===== src/rtl/timer_arb_pkg.sv =====
// Shared types and helpers for the countdown-timer arbiter.
package timer_arb_pkg;

    typedef enum logic [2:0] {IDLE, LOAD, ARM, RUN, DONE} state_e;

    localparam int DEF_NREQ = 4;
    localparam int DEF_TW   = 4;

    // LSB of requester idx's duration field inside the flattened req_init bus
    function automatic int init_lsb(input int idx, input int tw);
        return idx * tw;
    endfunction

endpackage


===== src/rtl/rr_pick.sv =====
// Combinational round-robin picker: first set req bit at or above ptr, wrapping.
module rr_pick
    import timer_arb_pkg::*;
#(
    parameter int NREQ = DEF_NREQ,
    parameter int IW   = $clog2(NREQ)
) (
    input  logic [NREQ-1:0] req,
    input  logic [IW-1:0]   ptr,
    output logic            valid,
    output logic [IW-1:0]   idx
);

    logic [IW:0] pos;

    // Scan from the far end back toward ptr so the nearest hit wins last.
    always_comb begin
        valid = 1'b0;
        idx   = '0;
        pos   = '0;
        for (int k = NREQ - 1; k >= 0; k--) begin
            pos = {1'b0, ptr} + (IW + 1)'(k);
            if (pos >= (IW + 1)'(NREQ)) pos = pos - (IW + 1)'(NREQ);
            if (req[pos[IW-1:0]]) begin
                valid = 1'b1;
                idx   = pos[IW-1:0];
            end
        end
    end

endmodule


===== src/rtl/timer_arbiter.sv =====
// Shares one countdown timer among NREQ requesters, round-robin.
// Define TIMER_ARB_PRIO_EN to make requester 0 a fixed top-priority requester.
module timer_arbiter
    import timer_arb_pkg::*;
#(
    parameter int NREQ = DEF_NREQ,
    parameter int TW   = DEF_TW
) (
    input  logic               clk,
    input  logic               rst_n,
    input  logic [NREQ-1:0]    req,
    input  logic [NREQ*TW-1:0] req_init,
    output logic [NREQ-1:0]    gnt,
    output logic [NREQ-1:0]    done,
    output logic               busy,
    output logic               timer_load,
    output logic               timer_en,
    output logic [TW-1:0]      timer_init,
    input  logic [TW-1:0]      timer_out
);

    localparam int IW = $clog2(NREQ);

    state_e            state_q, state_d;
    logic [IW-1:0]     idx_q, idx_d;
    logic [IW-1:0]     ptr_q, ptr_d;
    logic [TW-1:0]     init_q, init_d;
    logic [NREQ-1:0]   gnt_q, gnt_d;
    logic [NREQ-1:0]   done_q, done_d;
    logic              busy_q, busy_d;
    logic              timer_load_q, timer_load_d;
    logic              timer_en_q, timer_en_d;
    logic [TW-1:0]     timer_init_q, timer_init_d;

    logic [NREQ-1:0]   rr_req;
    logic              rr_valid, pick_valid;
    logic [IW-1:0]     rr_idx, pick_idx, adv_ptr;
    logic              active, abort;

    rr_pick #(.NREQ(NREQ), .IW(IW)) u_pick (
        .req   (rr_req),
        .ptr   (ptr_q),
        .valid (rr_valid),
        .idx   (rr_idx)
    );

`ifdef TIMER_ARB_PRIO_EN
    assign rr_req     = {req[NREQ-1:1], 1'b0};
    assign pick_valid = req[0] | rr_valid;
    assign pick_idx   = req[0] ? '0 : rr_idx;
    // Serving the priority requester leaves the rotation untouched.
    assign adv_ptr    = (idx_q == '0) ? ptr_q :
                        (idx_q == IW'(NREQ - 1)) ? '0 : idx_q + 1'b1;
`else
    assign rr_req     = req;
    assign pick_valid = rr_valid;
    assign pick_idx   = rr_idx;
    assign adv_ptr    = (idx_q == IW'(NREQ - 1)) ? '0 : idx_q + 1'b1;
`endif

    assign active = (state_q == LOAD) || (state_q == ARM) || (state_q == RUN);
    assign abort  = active && !req[idx_q];

    always_comb begin
        state_d = state_q;
        idx_d   = idx_q;
        init_d  = init_q;
        ptr_d   = ptr_q;
        case (state_q)
            IDLE: if (pick_valid) begin
                idx_d   = pick_idx;
                init_d  = req_init[init_lsb(int'(pick_idx), TW) +: TW];
                state_d = LOAD;
            end
            LOAD:    state_d = ARM;
            ARM:     state_d = RUN;
            RUN:     if (timer_out == '0) state_d = DONE;
            DONE:    state_d = IDLE;
            default: state_d = IDLE;
        endcase
        if (abort) state_d = IDLE;
        if (abort || (state_q == RUN && state_d == DONE)) ptr_d = adv_ptr;

        // Outputs are registered copies of what the next state demands.
        gnt_d  = '0;
        done_d = '0;
        if (state_d == LOAD || state_d == ARM || state_d == RUN) gnt_d[idx_d] = 1'b1;
        if (state_d == DONE) done_d[idx_d] = 1'b1;
        busy_d       = (state_d != IDLE);
        timer_load_d = (state_d == LOAD);
        timer_en_d   = (state_d == RUN);
        timer_init_d = init_d;
    end

    always_ff @(posedge clk) begin
        if (!rst_n) begin
            state_q      <= IDLE;
            idx_q        <= '0;
            ptr_q        <= '0;
            init_q       <= '0;
            gnt_q        <= '0;
            done_q       <= '0;
            busy_q       <= 1'b0;
            timer_load_q <= 1'b0;
            timer_en_q   <= 1'b0;
            timer_init_q <= '0;
        end else begin
            state_q      <= state_d;
            idx_q        <= idx_d;
            ptr_q        <= ptr_d;
            init_q       <= init_d;
            gnt_q        <= gnt_d;
            done_q       <= done_d;
            busy_q       <= busy_d;
            timer_load_q <= timer_load_d;
            timer_en_q   <= timer_en_d;
            timer_init_q <= timer_init_d;
        end
    end

    assign gnt        = gnt_q;
    assign done       = done_q;
    assign busy       = busy_q;
    assign timer_load = timer_load_q;
    assign timer_en   = timer_en_q;
    assign timer_init = timer_init_q;

endmodule


===== config.mk =====
export PLATFORM = sky130hd
export DESIGN_NAME = timer_arbiter
export DESIGN_NICKNAME = d
export VERILOG_FILES = /design/src/rtl/timer_arb_pkg.sv /design/src/rtl/rr_pick.sv /design/src/rtl/timer_arbiter.sv
export SDC_FILE = /design/constraint.sdc
export NUM_CORES = 1
export LEC_CHECK = 0
export ABC_CLOCK_PERIOD_IN_PS = 1800
export BUFFER_PORTS_ARGS = -buffer_cell sky130_fd_sc_hd__buf_2
export CELL_PAD_IN_SITES_DETAIL_PLACEMENT = 0
export CELL_PAD_IN_SITES_GLOBAL_PLACEMENT = 2
export CORE_UTILIZATION = 24
export DETAILED_ROUTE_END_ITERATION = 16
export PLACE_DENSITY_LB_ADDON = 0.1
export SYNTH_ARGS = -nofsm -noshare
export SYNTH_HDL_FRONTEND = slang
export SYNTH_SLANG_ARGS = --single-unit

===== constraint.sdc =====
create_clock -name clk -period 1.8 [get_ports clk]
set_clock_uncertainty 0.05 [all_clocks]
set_input_delay 0.36 -clock clk [delete_from_list [all_inputs] [get_ports clk]]
set_output_delay 0.36 -clock clk [all_outputs]
set_load 0.02 [all_outputs]

; After elaboration in Yosys (flattened, before gate mapping)
; Index checks and enable logic that the tools add are counted.
; Widths: inputs -> output; s select.
[op_classes]
addsub = 8
multipliers = 0
div = 0
n_lt_le_gt_ge = 11
eq_ne = 8
shift = 1
muxes = 31
n_bitwise = 0
n_reduce_logical = 15
[op_table]
columns = op, n
row1 = $mux 2, 11
row2 = $lt 2x3->1 const B, 6
row3 = $shiftx 16x5->4, 1
row4 = $eq 3x2->1 const B, 4
row5 = $pmux 3 s4, 1
row6 = $bmux 1 s2, 5
row7 = $mux 1, 10
row8 = $ge 3x3->1 const B, 3
row9 = $mux 3, 3
row10 = $sub 2x1->2 const B, 4
row11 = $add 2x2->3 const B, 2
row12 = $eq 3x1->1 const B, 2
row13 = $reduce_and 2->1, 3
row14 = $logic_or 1x1->1, 5
row15 = $logic_not 4->1, 1
row16 = $add 2x1->3 const B, 1
row17 = $eq 3x3->1 const B, 1
row18 = $ge 2x3->1 const B, 1
row19 = $logic_and 1x1->1, 3
row20 = $logic_not 3->1, 1
row21 = $reduce_bool 3->1, 1
row22 = $add 2x1->2 const B, 1
row23 = $demux 1 s2, 1
row24 = $eq 2x2->1 const B, 1
row25 = 2 further kinds, 2
[word_totals]
register_bits = 22
latch_bits = 0
ram_bits = 0
mem_bits_ro = 0
input_bits = 26
output_inout_bits = 15
elab_cells = 83
memories = 0

; Depth between registers and ports, before layout
[logic_depth]
word_depth = 16
depth_mapped = 6
mapped_depth_nobuf = 5

; Modules after synthesis
; Synthesis repeated with hierarchy kept, for this count alone.
[unflattened]
hier_cells = 103
hier_area_um2 = 1047.3
[modules_own_cells]
columns = module, n_inst, cells_each, area_per_inst_um2, seq_area_each_um2
row1 = timer_arbiter, 1, 90, 969.7, 440.4
row2 = rr_pick, 1, 13, 77.6, 0.0

; Least setup slack after synthesis
; OpenSTA, ideal clock, no wires.
[synth_path]
kind = reg-to-reg
start = register state_q[0]
end = register done_q[0], in the netlist done[0]
setup_time_ns = 0.125
arrival_ns = 1.551
required_time_ns = 1.625
setup_slack_ns = 0.074
path_stages_with_launch = 7
n_path_buf = 1
period_less_slack_ns = 1.726
path_cell_list = dfxtp_1 or2_4 or3_1 buf_6 o31ai_4 nand2b_1 nor2_1
[synth_between]
elab_chain_len = 7
word_cells_on_any_way = 19
classes_between = order compare (2) / eq/ne (4) / mux (7) / reduce/logical (6)
[synth_rtl]
columns = element, line
row1 = from (decl), timer_arbiter.sv:24  ; state_e state_q, state_d;
row2 = from (signal assigned), timer_arbiter.sv:108  ; state_q <= state_d;
row3 = branches (longest 7 deep; another with $lt 2x3->1), n/a
row4 = to (signal assigned), timer_arbiter.sv:113  ; done_q <= done_d;
row5 = to (decl), timer_arbiter.sv:29  ; logic [NREQ-1:0] done_q, done_d;
; Several ways; the timed one is not identified.
; A chain may end at the register's enable or synchronous reset.

; Final worst setup path
[layout_path]
start = register state_q[0]
end = register gnt_q[0], in the netlist gnt[0]
[layout_between]
elab_chain_len = 9
word_cells_on_any_way = 23
classes_between = order compare (2) / eq/ne (6) / mux (7) / reduce/logical (8)
[layout_rtl]
columns = element, line
row1 = branches (longest 9 deep; another with $pmux 3 s4), n/a
row2 = to (signal assigned), timer_arbiter.sv:112  ; gnt_q <= gnt_d;
row3 = to (decl), timer_arbiter.sv:28  ; logic [NREQ-1:0] gnt_q, gnt_d;
; Several ways; the timed one is not identified.

==> impl_metrics.csv <==
group,metric,value,unit
yosys,ys_ff_latch,22,
setup_path,worstSetupEndpointType,"register",
die,core_area,4000,um^2
power_and_ir_drop,ir_drop,0.4015,mV
die,rows,23,
yosys,syn_area_per_cell,9.372,um^2
route,ant_nets,0,
clock_network,hold_buffers,0,
finish,stdcell_count,215,
yosys,yosysWarningCount,0,
timing,tightest_slew,0.3920,ns
die,fp.dieArea,4401,um^2
die,dieWidth,66.34,um
timing,whs,0.3437,ns
die,io_pins,41,
outcome,run_status,"finished clean",
route,wl_per_cell,11.49,um
min_path,hp-class,"input pin to register",
die,chipHeight,66.34,um
route,finalWirelength,2470,um
route,drt_first_pass_iters,4,
clock_network,clock_sinks,22,
route,via_per_inst,4.414,
setup_path,cpMaxStageDelayCell,"or3_4",
timing,finalSetupViolCount,0,
clock_network,h-tree-depth,1,
grt,grt_start_max_net_pins,13,
clock_network,insertion_delay,0.26,ns
setup_path,worstPathCellList,"or2_4 -> or3_4 -> buf_4 -> o21ai_1 -> nor3_1",
clock_network,cts_tree,"done",
route,drt_iter0_markers,49,
place,port_buffers,40,
place,place_congestion,0.6773,
setup_path,cp-start-kind,"register",
clock_network,numCtsBuffers,3,
power_and_ir_drop,leakage,0.6833,nW
power_and_ir_drop,power.total,0.001277,W
setup_path,critPathKind,"register to register",
timing,max_slew_margin,73.69,%
clock_network,clockRootBuffer,"clkbuf_8",
yosys,synthDistinctLibCells,33,
finish,area_growth,47.61,%
clock_network,clockBufferDepth,2,
yosys,syn_area,993.5,um^2
setup_path,crit_required,1.89,ns
finish,drive_gt1_share,45.45,%
grt,overflow,0,
job,maxCapViolations,0,
timing,min_period_over_period,94.91,%
place,placed_cells,211,
grt,grt_first_pass_wirelength,4257,um
timing,fmax,585.3,MHz
power_and_ir_drop,p_per_area,871.1,nW/um^2
grt,grt_pass1_vias,988,
clock_network,clk_pin_slew_worst_paths,0.08,ns
timing,fin_ws,0.09161,ns
setup_path,arrival,1.80,ns
yosys,synth_nets,133,
place,place.detailed.hpwl,1969,um
route,vias,949,
setup_path,slowest_delay,0.36,ns
timing,fin_crit,1.708,ns
finish,diodes,0,
die,initial_core_util,24.84,%
yosys,synth_cells,106,
grt,track_usage,12.69,%
grt,antenna_found_initial,0,
route,drc,0,
timing,rsz0062_at_grt,"no",
timing,finalHoldViolations,0,
setup_path,worstPathMaxFanout,5,
finish,nets,193,
timing,drv_slew,0,
place,post-place-ws,-0.1815,ns
finish,utilization,36.66,%
yosys,yosysSeqAreaShare,44.33,%
## worst paths after layout
check / start / to / slack (ns) / depth (start not counted)
min: req_init[10] / timer_init[2] / 0.34 / 3
max reg2reg: state_q[0] / gnt[0] / 0.09 / 5
min reg2reg: timer_init[2] / timer_init[2] / 0.44 / 2
max: state_q[0] / gnt[0] / 0.09 / 5
## report_power, final
group / total, W / switching (W) / internal, W
Sequential: 0.000551 / 0.0000203 / 0.000530
Combinational: 0.000373 / 0.000190 / 0.000183
Clock: 0.000353 / 0.000158 / 0.000195
Total: 0.00128 / 0.000369 / 0.000909
## cell families (layout without fill, tap and decap cells)
logic type,Yosys count,after routing,synth area share [%]
AO/OA/AOI/OAI,24,24,18.64
flip-flops,22,22,44.33
adder cells (fa/ha/maj),1,1,1.259
AND/OR/NAND/NOR,43,43,21.41
multiplexers,10,10,11.34
buffers and inverters,6,65,3.022
## critical path: cells and delay by family, from the launching register on
| family | cells | cell delay, ns |
|---|---|---|
| and+or+nand+nor | 3 | 0.71 |
| buffers and inverters | 1 | 0.17 |
| DFF | 1 | 0.32 |
| AOI/OAI and AO/OA | 1 | 0.33 |
## through the flow
stage               instance area [um^2]  setup TNS [ns]
detailed placement                  1381          -1.231
finish                              1466               0
floorplan                          993.5               0
global placement                    1381          -1.244
global route                        1466               0
CTS                                 1460               0
## metal layers
layer	wire length [um]	vias up	GRT usage (%)
li1	-	503	-
met1	1183	418	16.75
met2	1148	23	20.54
met3	96	5	2.069
met4	42	0	4.787
met5	0	-	0
## repair_timing
item                                    in CTS  in global routing
endpoints found under the setup margin       8                  9
setup buffers                                1                  0
pin swaps                                    3                  0
resized for setup                            5                  3
## cell usage after synthesis (all sizes together)
master / n / share of area (%)
a21bo: 1 / 1.0
a21boi: 4 / 3.0
a21o: 1 / 0.76
a21oi: 5 / 2.5
and2: 3 / 1.9
and3: 2 / 1.3
buf: 1 / 1.1
clkbuf: 1 / 0.38
dfxtp: 22 / 44
ha: 1 / 1.3
inv: 4 / 1.5
mux2i: 9 / 9.1
mux4: 1 / 2.3
nand2: 7 / 2.6
nand2b: 2 / 1.3
nand3: 9 / 4.5
nor2: 12 / 4.8
nor2b: 1 / 0.63
nor3: 2 / 1.0
nor4: 2 / 1.3
o21a: 1 / 0.76
o21ai: 2 / 1.4
o221ai: 4 / 3.5
o22a: 1 / 0.88
o22ai: 3 / 1.9
o31ai: 2 / 2.9
or2: 2 / 1.5
or3: 1 / 0.63
## cells in the final DEF, fill, tap and decap left out, drive strengths merged, types with 2 or more instances in the layout
cell	n
nand3	9
a21boi	4
dfxtp	22
clkbuf	4
nand2	7
and3	2
a21oi	5
nor4	2
mux2i	9
o21ai	2
nor3	2
and2	3
o31ai	2
nand2b	2
or2	2
o22ai	3
nor2	12
buf	57
inv	4
o221ai	4
## area by class of cell
type | count | area [um^2]
clock buffer | 4 | 55.05
fill | 424 | 2534
inverter | 4 | 15.01
multi-input combinational | 78 | 546.8
sequential | 22 | 442.9
tap | 50 | 62.56
timing repair buffer | 57 | 344.1
## registers in the layout, indices dropped and copies added (netlist names)
register and flops:
idx_q 2, timer_en 1, gnt 4, state_q 3
busy 1, done 4, ptr_q 2, timer_init 4
timer_load 1
Power figures use the tool's default switching activity.
